**config.mk**
```make
export PLATFORM = sky130hd
export DESIGN_NAME = decode_stage
export DESIGN_NICKNAME = d
export VERILOG_FILES = /design/src/rtl/decode_pkg.sv /design/src/rtl/decode_hazard_unit.sv /design/src/rtl/decode_stage.sv
export SDC_FILE = /design/constraint.sdc
export NUM_CORES = 1
export LEC_CHECK = 0
export ABC_AREA = 1
export ABC_CLOCK_PERIOD_IN_PS = 2900
export CAP_MARGIN = 20
export CORE_ASPECT_RATIO = 1.2
export CORE_MARGIN = 1.5
export CORE_UTILIZATION = 45
export DETAILED_ROUTE_END_ITERATION = 10
export GPL_TIMING_DRIVEN = 0
export PLACE_DENSITY = 0.84
export SYNTH_ARGS = -nofsm -noshare
export SYNTH_HDL_FRONTEND = slang
export SYNTH_SLANG_ARGS = --single-unit
export TNS_END_PERCENT = 10
```
**constraint.sdc**
```tcl
create_clock -name clk -period 2.9 [get_ports clk]
set_clock_uncertainty 0.05 [all_clocks]
set_input_delay 0.435 -clock clk [delete_from_list [all_inputs] [get_ports clk]]
set_output_delay 0.435 -clock clk [all_outputs]
set_load 0.005 [all_outputs]
```
**src/rtl/decode_pkg.sv**
```systemverilog
// Shared definitions for the instruction-decode stage: default widths,
// instruction field positions, opcodes, control-bundle bit indices and the
// opcode-to-control decoder.
package decode_pkg;

    localparam int unsigned DEF_DATA_W  = 16;
    localparam int unsigned DEF_ADDR_W  = 3;
    localparam int unsigned DEF_STALL_W = 16;

    // Instruction layout: [15:12]op [11:9]rs [8:6]rt [5:3]rd [2:0]funct, imm=[5:0]
    localparam int unsigned INSTR_W   = 16;
    localparam int unsigned OP_W      = 4;
    localparam int unsigned FUNCT_W   = 3;
    localparam int unsigned IMM_W     = 6;
    localparam int unsigned OP_LSB    = 12;
    localparam int unsigned RS_LSB    = 9;
    localparam int unsigned RT_LSB    = 6;
    localparam int unsigned RD_LSB    = 3;
    localparam int unsigned FUNCT_LSB = 0;
    localparam int unsigned IMM_LSB   = 0;

    localparam logic [OP_W-1:0] OP_RTYPE = 4'd0;
    localparam logic [OP_W-1:0] OP_ADDI  = 4'd1;
    localparam logic [OP_W-1:0] OP_LW    = 4'd2;
    localparam logic [OP_W-1:0] OP_SW    = 4'd3;
    localparam logic [OP_W-1:0] OP_BEQ   = 4'd4;

    // Control-bundle bit indices
    localparam int unsigned CTL_REG_WRITE = 0;
    localparam int unsigned CTL_MEM_READ  = 1;
    localparam int unsigned CTL_MEM_WRITE = 2;
    localparam int unsigned CTL_ALU_SRC   = 3;
    localparam int unsigned CTL_BRANCH    = 4;
    localparam int unsigned CTL_ILLEGAL   = 5;
    localparam int unsigned CTL_USE_RS    = 6;
    localparam int unsigned CTL_USE_RT    = 7;
    localparam int unsigned CTL_DEST_RD   = 8;
    localparam int unsigned CTL_W         = 9;

    // Opcode to control bundle; unknown opcodes only raise ILLEGAL.
    function automatic logic [CTL_W-1:0] decode_ctrl(input logic [OP_W-1:0] op);
        logic [CTL_W-1:0] c;
        c = '0;
        case (op)
            OP_RTYPE: begin
                c[CTL_REG_WRITE] = 1'b1;
                c[CTL_USE_RS]    = 1'b1;
                c[CTL_USE_RT]    = 1'b1;
                c[CTL_DEST_RD]   = 1'b1;
            end
            OP_ADDI: begin
                c[CTL_REG_WRITE] = 1'b1;
                c[CTL_ALU_SRC]   = 1'b1;
                c[CTL_USE_RS]    = 1'b1;
            end
            OP_LW: begin
                c[CTL_REG_WRITE] = 1'b1;
                c[CTL_MEM_READ]  = 1'b1;
                c[CTL_ALU_SRC]   = 1'b1;
                c[CTL_USE_RS]    = 1'b1;
            end
            OP_SW: begin
                c[CTL_MEM_WRITE] = 1'b1;
                c[CTL_ALU_SRC]   = 1'b1;
                c[CTL_USE_RS]    = 1'b1;
                c[CTL_USE_RT]    = 1'b1;
            end
            OP_BEQ: begin
                c[CTL_BRANCH]    = 1'b1;
                c[CTL_USE_RS]    = 1'b1;
                c[CTL_USE_RT]    = 1'b1;
            end
            default: c[CTL_ILLEGAL] = 1'b1;
        endcase
        return c;
    endfunction

endpackage

```
**src/rtl/decode_hazard_unit.sv**
```systemverilog
// Combinational hazard detection for the decode stage.
//   ex_valid/ex_mem_read/ex_dest : instruction currently held in ID/EX
//   rs/rt, use_rs/use_rt         : sources of the decoding instruction and whether they are read
//   wb_reg_write/wb_addr         : writeback in flight this cycle
//   wb_hit_rs_c/wb_hit_rt_c      : writeback targets a used source
//   stall_c                      : decode must not accept this cycle
// Macro DECODE_WB_BYPASS_EN: writeback matches are forwarded by the caller
// instead of stalling.
module decode_hazard_unit
    import decode_pkg::*;
#(
    parameter int unsigned ADDR_W = DEF_ADDR_W
) (
    input  logic              ex_valid,
    input  logic              ex_mem_read,
    input  logic [ADDR_W-1:0] ex_dest,
    input  logic [ADDR_W-1:0] rs,
    input  logic [ADDR_W-1:0] rt,
    input  logic              use_rs,
    input  logic              use_rt,
    input  logic              wb_reg_write,
    input  logic [ADDR_W-1:0] wb_addr,
    output logic              wb_hit_rs_c,
    output logic              wb_hit_rt_c,
    output logic              stall_c
);

    logic load_use_c;

    always_comb begin
        load_use_c  = ex_valid && ex_mem_read &&
                      ((use_rs && (ex_dest == rs)) || (use_rt && (ex_dest == rt)));
        wb_hit_rs_c = wb_reg_write && use_rs && (wb_addr == rs);
        wb_hit_rt_c = wb_reg_write && use_rt && (wb_addr == rt);
`ifdef DECODE_WB_BYPASS_EN
        stall_c     = load_use_c;
`else
        // Register file read data is stale while a write to it is in progress.
        stall_c     = load_use_c || wb_hit_rs_c || wb_hit_rt_c;
`endif
    end

endmodule

```
**src/rtl/decode_stage.sv**
```systemverilog
// Instruction-decode stage: splits the IF/ID instruction, drives register
// file read addresses, sign-extends the immediate, generates control and
// captures everything into the ID/EX register under valid/ready.
//   clk, rst_n (sync, active-low)
//   if_valid/if_instr/if_pc -> id_ready (comb accept)
//   flush kills the stage; ex_ready is backpressure from EX
//   rf_rd_addr1/2 (comb) -> rf_data1/2; wb_reg_write/wb_addr/wb_data writeback
//   ex_* registered ID/EX bundle; stall_count saturating hazard-stall count
// Macro DECODE_WB_BYPASS_EN: forward wb_data on a writeback match instead of stalling.
module decode_stage
    import decode_pkg::*;
#(
    parameter int unsigned DATA_W  = DEF_DATA_W,
    parameter int unsigned ADDR_W  = DEF_ADDR_W,
    parameter int unsigned STALL_W = DEF_STALL_W
) (
    input  logic                clk,
    input  logic                rst_n,
    input  logic                if_valid,
    input  logic [INSTR_W-1:0]  if_instr,
    input  logic [DATA_W-1:0]   if_pc,
    output logic                id_ready,
    input  logic                flush,
    input  logic                ex_ready,
    output logic [ADDR_W-1:0]   rf_rd_addr1,
    output logic [ADDR_W-1:0]   rf_rd_addr2,
    input  logic [DATA_W-1:0]   rf_data1,
    input  logic [DATA_W-1:0]   rf_data2,
    input  logic                wb_reg_write,
    input  logic [ADDR_W-1:0]   wb_addr,
    input  logic [DATA_W-1:0]   wb_data,
    output logic                ex_valid,
    output logic [DATA_W-1:0]   ex_pc,
    output logic [DATA_W-1:0]   ex_data1,
    output logic [DATA_W-1:0]   ex_data2,
    output logic [DATA_W-1:0]   ex_imm,
    output logic [OP_W-1:0]     ex_opcode,
    output logic [FUNCT_W-1:0]  ex_funct,
    output logic [ADDR_W-1:0]   ex_dest,
    output logic                ex_reg_write,
    output logic                ex_mem_read,
    output logic                ex_mem_write,
    output logic                ex_alu_src,
    output logic                ex_branch,
    output logic                ex_illegal,
    output logic [STALL_W-1:0]  stall_count
);

    // Field split
    logic [OP_W-1:0]    op_c;
    logic [ADDR_W-1:0]  rs_c, rt_c, rd_c, dest_c;
    logic [FUNCT_W-1:0] funct_c;
    logic [IMM_W-1:0]   imm_c;
    logic [CTL_W-1:0]   ctl_c;

    assign op_c        = if_instr[OP_LSB +: OP_W];
    assign rs_c        = if_instr[RS_LSB +: ADDR_W];
    assign rt_c        = if_instr[RT_LSB +: ADDR_W];
    assign rd_c        = if_instr[RD_LSB +: ADDR_W];
    assign funct_c     = if_instr[FUNCT_LSB +: FUNCT_W];
    assign imm_c       = if_instr[IMM_LSB +: IMM_W];
    assign ctl_c       = decode_ctrl(op_c);
    assign dest_c      = ctl_c[CTL_DEST_RD] ? rd_c : rt_c;
    assign rf_rd_addr1 = rs_c;
    assign rf_rd_addr2 = rt_c;

    logic wb_hit_rs_c, wb_hit_rt_c, stall_c;

    decode_hazard_unit #(.ADDR_W(ADDR_W)) u_hazard (
        .ex_valid     (ex_valid),
        .ex_mem_read  (ex_mem_read),
        .ex_dest      (ex_dest),
        .rs           (rs_c),
        .rt           (rt_c),
        .use_rs       (ctl_c[CTL_USE_RS]),
        .use_rt       (ctl_c[CTL_USE_RT]),
        .wb_reg_write (wb_reg_write),
        .wb_addr      (wb_addr),
        .wb_hit_rs_c  (wb_hit_rs_c),
        .wb_hit_rt_c  (wb_hit_rt_c),
        .stall_c      (stall_c)
    );

    // Operand select, handshake and stall accounting
    logic [DATA_W-1:0] data1_c, data2_c, imm_ext_c;
    logic advance_c, hazard_c, accept_c, bubble_stall_c;

    always_comb begin
        // Without the bypass macro a hit always stalls, so wb_data is never captured.
        data1_c        = wb_hit_rs_c ? wb_data : rf_data1;
        data2_c        = wb_hit_rt_c ? wb_data : rf_data2;
        imm_ext_c      = {{(DATA_W-IMM_W){imm_c[IMM_W-1]}}, imm_c};
        advance_c      = !ex_valid || ex_ready;
        hazard_c       = if_valid && stall_c;
        // Flush acknowledges the IF/ID instruction so it is dropped.
        id_ready       = rst_n && (flush || (advance_c && !hazard_c));
        accept_c       = if_valid && advance_c && !hazard_c && !flush;
        bubble_stall_c = hazard_c && advance_c && !flush;
    end

    // ID/EX register and stall counter
    always_ff @(posedge clk) begin
        if (!rst_n) begin
            ex_valid     <= 1'b0;
            ex_pc        <= '0;
            ex_data1     <= '0;
            ex_data2     <= '0;
            ex_imm       <= '0;
            ex_opcode    <= '0;
            ex_funct     <= '0;
            ex_dest      <= '0;
            ex_reg_write <= 1'b0;
            ex_mem_read  <= 1'b0;
            ex_mem_write <= 1'b0;
            ex_alu_src   <= 1'b0;
            ex_branch    <= 1'b0;
            ex_illegal   <= 1'b0;
            stall_count  <= '0;
        end else begin
            if (bubble_stall_c && (stall_count != '1)) begin
                stall_count <= stall_count + STALL_W'(1);
            end
            if (flush) begin
                ex_valid <= 1'b0;
            end else if (advance_c) begin
                ex_valid <= accept_c;
                if (accept_c) begin
                    ex_pc        <= if_pc;
                    ex_data1     <= data1_c;
                    ex_data2     <= data2_c;
                    ex_imm       <= imm_ext_c;
                    ex_opcode    <= op_c;
                    ex_funct     <= funct_c;
                    ex_dest      <= dest_c;
                    ex_reg_write <= ctl_c[CTL_REG_WRITE];
                    ex_mem_read  <= ctl_c[CTL_MEM_READ];
                    ex_mem_write <= ctl_c[CTL_MEM_WRITE];
                    ex_alu_src   <= ctl_c[CTL_ALU_SRC];
                    ex_branch    <= ctl_c[CTL_BRANCH];
                    ex_illegal   <= ctl_c[CTL_ILLEGAL];
                end
            end
        end
    end

endmodule

```
; ---- Word-level counts from Yosys, hierarchy flattened
; Index checks and enable logic that the tools add are counted.
[totals]
regBits = 87
word_cells = 71
[op_classes]
mux = 12
n_bitwise = 2
n_eq_ne = 9
reduce_logical = 32
n_addsub = 1
[op_table]
columns = op, count
row1 = 2-to-1 mux 16 bit, 2
row2 = logical AND 1 bit, 17
row3 = adder 16 x 1 -> 16 bit (second input constant), 1
row4 = != test 16 bit (second input constant), 1
row5 = == test 3 bit, 4
row6 = 2-to-1 mux 1 bit, 9
row7 = OR reduction 3 bit, 3
row8 = == test 4 x 2 -> 1 bit (second input constant), 2
row9 = logical OR 1 bit, 5
row10 = OR reduction 5 bit, 1
row11 = == test 4 x 1 -> 1 bit (second input constant), 1
row12 = == test 4 x 3 -> 1 bit (second input constant), 1
row13 = zero test 4 bit, 1
row14 = zero test 1 bit, 3
row15 = 2-to-1 mux 3 bit, 1
row16 = AND reduction 3 bit, 1
row17 = inverter 1 bit, 2
row18 = OR reduction 2 bit, 1

; ---- Depth between registers and ports, before layout
; Gate-level depths: netlist of run 1.
[logic_depth]
ltp_word = 13
mapped_depth = 13
mapped_depth_nobuf = 12

; ---- Hierarchy
; Synthesis of run 1 repeated with hierarchy kept, for this count alone.
[unflattened]
cells_unflattened = 551
hier_area_um2 = 4130.2
[by_module_without_submodules]
columns = mod, cells_each, area_each_um2, instances, seq_area_each_um2
row1 = decode_stage, 490, 3881.2, 1, 1681.6
row2 = decode_hazard_unit, 61, 249.0, 1, 0.0

; ---- Worst setup path after synthesis of run 1
; No wires, ideal clock.
[synth_path]
path_kind = input -> output
from = input port if_instr[14]
to = output port id_ready
path_buffers = 0
setup_slack_ns = 1.053
stages = 10
t_arrival_ns = 1.362
cell_sequence = nor2_2 > nand2_1 > nand2_1 > nand2_1 > nor2_4 > nor2_8 > nand2_4 > nand2_1 > a21oi_1 > nor2_1
[synth_via]
elab_chain_len = 13
[synth_lines]
columns = item, line_no
row1 = start: declaration, decode_stage.sv:20  ; input logic [INSTR_W-1:0] if_instr,
row2 = == test 4 x 3 -> 1 bit (tied with other cells), decode_pkg.sv:44  ; case (op)
row3 = OR reduction 5 bit (no source line) or OR reduction 3 bit (tied branches), n/a
row4 = 2-to-1 mux 1 bit, decode_pkg.sv:44
row5 = logical AND 1 bit, decode_hazard_unit.sv:32  ; ((use_rs && (ex_dest == rs)) || (use_rt && (ex_dest == rt)));
row6 = logical OR 1 bit, decode_hazard_unit.sv:32
row7 = logical AND 1 bit, decode_hazard_unit.sv:31  ; load_use_c = ex_valid && ex_mem_read &&
row8 = logical OR 1 bit, decode_hazard_unit.sv:39  ; stall_c = load_use_c || wb_hit_rs_c || wb_hit_rt_c;
row9 = logical OR 1 bit *, decode_hazard_unit.sv:39
row10 = logical AND 1 bit *, decode_stage.sv:94  ; hazard_c = if_valid && stall_c;
row11 = zero test 1 bit *, decode_stage.sv:96  ; id_ready = rst_n && (flush || (advance_c && !hazard_c));
row12 = logical AND 1 bit *, decode_stage.sv:96
row13 = logical OR 1 bit *, decode_stage.sv:96
row14 = logical AND 1 bit *, decode_stage.sv:96
row15 = end: declaration, decode_stage.sv:22  ; output logic id_ready,
; Mark *: on every way between the ends. The rest lies on a longest branch, timed or not.

; ---- Final worst setup path of run 1
[layout_path]
from = input port wb_addr[0]
to = output port id_ready
[layout_via]
elab_chain_len = 9
[layout_lines]
columns = item, line_no
row1 = start: declaration, decode_stage.sv:30  ; input logic [ADDR_W-1:0] wb_addr,
row2 = == test 3 bit, decode_hazard_unit.sv:33  ; wb_hit_rs_c = wb_reg_write && use_rs && (wb_addr == rs);
row3 = logical AND 1 bit, decode_hazard_unit.sv:33
row4 = logical OR 1 bit, decode_hazard_unit.sv:39
row5 = logical OR 1 bit *, decode_hazard_unit.sv:39
row6 = logical AND 1 bit *, decode_stage.sv:94
row7 = zero test 1 bit *, decode_stage.sv:96
row8 = logical AND 1 bit *, decode_stage.sv:96
row9 = logical OR 1 bit *, decode_stage.sv:96
row10 = logical AND 1 bit *, decode_stage.sv:96
; Marked as above.

==> impl_metrics.toml, run 1 <==
[detailed_routing]
via_count = 5230
wire_per_inst_um = 14.1
drt_iter0_markers = 244
drc = 0
drtPass1Iterations = 7
routed_via_density = 5.02
antenna_left = 0
wirelength_mm = 14.7

[cts]
cts_tree = "built"
insertion_delay_ns = 0.34
clk_pin_slew_ns = 0.06
htreeDepth = 3
clockBufferDepth = 2
cts_sinks = 84
cts_buffers = 9
ctsHoldBuffers = 0
cts-root-buf = "clkbuf_16"

[placement]
pre_cts_slack_ns = -0.163
hpwlAfterDp_mm = 10.9
gp_congestion = 0.930
dp.cells = 1022
port_buffers = 191

[timing]
setup_viol = 0
fmax_ghz = 0.395
rsz0062_at_grt = "false"
setup_ws_ns = 0.365
slew_headroom_pct = 62.3
tightest_slew_ns = 0.565
finalCriticalPeriod_ns = 2.53
whs_ns = 0.408
hold_viol = 0
post-route-period-util_pct = 87.4
drv_slew = 0

[logic_synthesis]
muxShareOfSynthArea_pct = 0.730
postSynth.asyncResetShare_pct = 0
syn_nets = 795
ys_warn_count = 0
synth_adder_area_share_pct = 0.270
synth_top_area_share_pct = 36.4
ys_top_cells_by_count = "207 x nand2_1, 87 x nor2_1, 84 x dfxtp_1"
synthTopCellsByArea = "dfxtp_1 36%, nand2_1 17%, nor2_1 7.1%, nand4_1 7.0%, inv_1 6.4%"
synth-compound-area-share_pct = 8.76
synth_top_cell_by_area = "dfxtp_1"
synth_ff_type = "dfxtp_1"
syn_area_um2 = 4630
ys_seq_elements = 84
synth_top_family_by_area = "simple AND/OR/NAND/NOR gates"
synth_xor_area_share_pct = 2.46
yosys.area_share.simple_pct = 36.8
ys_types = 32
yosysMostFrequentCell = "nand2_1"
synth_cells = 705
synth_area_per_cell_um2 = 6.56
yosysSeqAreaShare_pct = 36.4
synth-edff-count = 0

[cells_and_area]
n_fill_cell = 838
fin_nets = 1000
drive_gt1_share_pct = 8.31
final_cell_count_no_fill = 1041
multi_input_area_um2 = 2270
syn2layout_area_growth_pct = 53.6
antennaDiodeCount = 0
seqCellArea_um2 = 1680

[critical_path]
cp_max_fo = 8
worstPathRequired_ns = 2.41
end_kind = "output pin"
worstSetupPathType = "in2out"
crit_arrival_ns = 2.05
setup.worst_path.start_class = "primary input"

[run]
maxCapViolCount = 0

[global_routing]
grt_pass1_wl_mm = 23.3
first_global_vias = 4841
overflow = 0
grt_max_degree = 15
antenna_found_initial = 0
grtUsageTotal_pct = 27.4

[run_status]
status = "finished clean"

[floorplan]
start_util_pct = 46.2
ios = 193
num_rows = 40
dieWidth_um = 95.6
die_area_um2 = 10900
fp.dieH_um = 114
core_area_um2 = 10000

[power]
irDropWorstVdd_mv = 0.353
p_leak_nw = 3.12
cellPowerDensity_nw_per_um2 = 456

[worst_hold_path]
hp-class = "reg2reg"
metrics by stage:
stage	area, um^2	setup TNS, ns	power [mW]	utilization [%]
final	7100	0	3.24	71.0
after detailed placement	6700	-0.163	1.83	66.9
after CTS	7080	0	3.26	70.8
after global routing	7100	0	3.35	71.0
after floorplan	4630	0	1.51	-
after global placement	6700	-0.157	1.82	66.9
where the power goes:
| group | internal, mW | switching [mW] |
|---|---|---|
| sequential | 1.21 | 0.0333 |
| combinational | 0.320 | 0.243 |
| clock | 0.952 | 0.479 |
logic make-up after synthesis:
logic type	Yosys count
AO/OA/AOI/OAI	81
XOR/XNOR	13
adder cells (fa/ha/maj)	1
buffers and inverters	142
flip-flops	84
multiplexers	3
AND/OR/NAND/NOR	381
final timing paths:
kind,from,to,slack [ns],depth (start not counted)
max reg2reg,stall_count[1],stall_count[4],0.70,9
min,ex_pc[2],ex_pc[2],0.41,2
min reg2reg,ex_pc[2],ex_pc[2],0.41,2
max,wb_addr[0],id_ready,0.37,13
routing by layer:
metal	GRT usage [%]	vias up	share of wire, %
met4	13.3	0	3.5
li1	-	2617	-
met2	46.6	191	49
met5	0	-	0
met3	3.59	38	6.0
met1	33.6	2384	42
critical path, stage by stage:
cell and delay, ns:
clkdlybuf4s50_1 0.54, inv_1 0.06, nand2_1 0.05, nand2_1 0.05, inv_1 0.04, nand3_1 0.11
nor2_4 0.18, nor2_8 0.07, nand2_4 0.07, nand2_1 0.05, a21oi_1 0.17, nor2_1 0.05
dlymetal6s2s_1 0.17
flip-flops by register name, summed over array words and instances, names as in the netlist:
signal        cells
stall_count      16
ex_valid          1
ex_data2         16
ex_opcode         4
ex_reg_write      1
ex_mem_read       1
ex_branch         1
ex_mem_write      1
ex_illegal        1
ex_alu_src        1
ex_dest           3
ex_data1         16
ex_pc            16
ex_imm            6
what timing repair did:
item | in CTS | in global routing
endpoints found under the setup margin | 1 | 1
gates resized for setup | 6 | 5
endpoints found under the hold margin | 0 | 0
setup buffers | 2 | 1
pin swaps | 5 | 2
area by class of cell:
class	count	share of cell area, %
multi-input combinational	479	32.0
timing repair buffer	194	27.3
sequential	84	23.7
buffer	59	5.16
inverter	83	4.39
clock buffer	10	3.36
tap	126	2.22
clock inverter	6	1.90
cells in the final DEF (no fill, tap or decap), drive strengths merged:
master	netlist	layout
nor3	7	7
o21ai	33	33
nor3b	3	3
mux2	3	3
clkinvlp	0	2
nor4	1	1
a21oi	48	48
buf	38	41
clkinv	1	1
nand2	212	212
inv	82	82
bufinv	0	4
dfxtp	84	84
dlymetal6s2s	0	5
xor2	7	7
nor2	93	93
ha	1	1
nand4	52	52
nand3	13	13
clkbuf	21	31
xnor2	6	6
dlygate4sd2	0	5
clkdlybuf4s50	0	181
No activity file was read; power rests on OpenSTA's default activity.
==> run 2: changes to the inputs <==
Settings changed: SKIP_CTS_REPAIR_TIMING set to 1.
==> impl_metrics.toml, run 2 (same netlist as run 1, synthesis figures left out) <==
[timing]
slew_headroom_pct = 63.2
post-route-period-util_pct = 88.2
finalCriticalPeriod_ns = 2.56
setup_ws_ns = 0.342
hold_viol = 0
rsz0062_at_grt = "false"
drv_slew = 0
whs_ns = 0.409
fmax_ghz = 0.391
tightest_slew_ns = 0.551
setup_viol = 0

[critical_path]
cp_top_family = "buffers and inverters"
cp_max_fo = 8
crit_arrival_ns = 2.07
critPathMaxStageDelay_ns = 0.55
setup.worst_path.start_class = "primary input"
r2r_setup_slack_ns = 0.70
crit_end = "id_ready"
critPathBufInv = 2
worstSetupPathType = "in2out"
reg2reg_from = "stall_count[0]"
path_common_cell = "nand2_1"
worstSetupStartpoint = "if_instr[11]"
crit_path_top_delay_cell = "clkdlybuf4s50_1"
path_cells = "clkdlybuf4s50_1 > xnor2_1 > nand3_1 > nand2_1 > nand2_2 > nand2_4 > nand2_1 > a21oi_1 > nor2_1 > dlymetal6s2s_1"
end_kind = "output pin"
worstPathRequired_ns = 2.41
r2r.worst_path.cells = 9
r2r-end = "stall_count[4]"
worst-path-stages = 10

[floorplan]
start_util_pct = 46.2
dieWidth_um = 95.6
ios = 193
core_area_um2 = 10000
fp.dieH_um = 114
die_area_um2 = 10900
num_rows = 40

[detailed_routing]
wire_per_inst_um = 14.2
drt_iter0_markers = 215
antenna_left = 0
via_count = 5219
drc = 0
wirelength_mm = 14.7
drtPass1Iterations = 5
routed_via_density = 5.01

[power]
p_leak_nw = 3.14
irDropWorstVdd_mv = 0.353
cellPowerDensity_nw_per_um2 = 456

[cells_and_area]
syn2layout_area_growth_pct = 53.9
n_fill_cell = 837
final_cell_count_no_fill = 1041
final_util_pct = 71.1
final_common_cell = "nand2_1"
drive_gt1_share_pct = 8.31
fin_area_um2 = 7120
final_cell_mix = "207 x nand2_1, 183 x clkdlybuf4s50_1, 87 x nor2_1, 84 x dfxtp_1, 79 x inv_1"
fin_nets = 1000
antennaDiodeCount = 0

[cts]
cts_buffers = 9
htreeDepth = 3
insertion_delay_ns = 0.34
clk_pin_slew_ns = 0.06
clockBufferDepth = 2
cts_sinks = 84
cts_tree = "built"
cts-root-buf = "clkbuf_16"

[global_routing]
grt_max_degree = 15
overflow = 0
first_global_vias = 4812
antenna_found_initial = 0
grtUsageTotal_pct = 27.2
grt_pass1_wl_mm = 23.1

[placement]
dp.cells = 1022
placed_cell_area_um2 = 6700
port_buffers = 191
pre_cts_slack_ns = -0.163
gp_congestion = 0.930
hpwlAfterDp_mm = 10.9

[run]
maxCapViolCount = 0

[worst_hold_path]
hp-class = "reg2reg"

[run_status]
status = "finished clean"
==> run 2: routing by layer <==
| layer | wire length, um | global-route usage, % |
|---|---|---|
| met5 | 0 | 0 |
| met4 | 504 | 12.5 |
| met3 | 901 | 4.32 |
| met2 | 7210 | 46.0 |
| met1 | 6110 | 33.3 |
==> run 2: power breakdown <==
| part | total, mW | internal, mW | switching [mW] |
|---|---|---|---|
| combinational | 0.566 | 0.323 | 0.243 |
| clock | 1.44 | 0.952 | 0.484 |
| sequential | 1.24 | 1.21 | 0.0334 |
==> run 2: worst min path at each step <==
stage	start	endpoint	slack, ns	depth (start not counted)
2_1_floorplan	ex_pc[10]	ex_pc[10]	0.41	2
3_3_place_gp	ex_pc[2]	ex_pc[2]	0.40	2
3_5_place_dp	ex_pc[1]	ex_pc[1]	0.40	2
4_1_cts	ex_pc[1]	ex_pc[1]	0.41	2
5_1_grt	ex_pc[1]	ex_pc[1]	0.43	2
6_report	ex_pc[1]	ex_pc[1]	0.41	2
==> run 2: cell type report <==
type | instances | area, um^2 | share of cell area (%)
tap | 126 | 158 | 2.22
multi-input combinational | 479 | 2270 | 31.9
inverter | 83 | 312 | 4.38
clock buffer | 10 | 239 | 3.36
sequential | 84 | 1680 | 23.6
timing repair buffer | 194 | 1950 | 27.5
buffer | 59 | 367 | 5.15
clock inverter | 6 | 135 | 1.90
==> run 2: metrics by stage <==
stage | total power, mW | setup TNS, ns
2_1_floorplan | 1.51 | 0
3_3_place_gp | 1.82 | -0.157
3_5_place_dp | 1.83 | -0.163
4_1_cts | 3.26 | -0.192
5_1_grt | 3.36 | 0
6_report | 3.25 | 0
==> run 2: tightest hold or removal path: cells and delay by family (launching register included) <==
family          cells  cell delay (ns)
simple gates        1             0.06
compound gates      1             0.05
flops               1             0.31
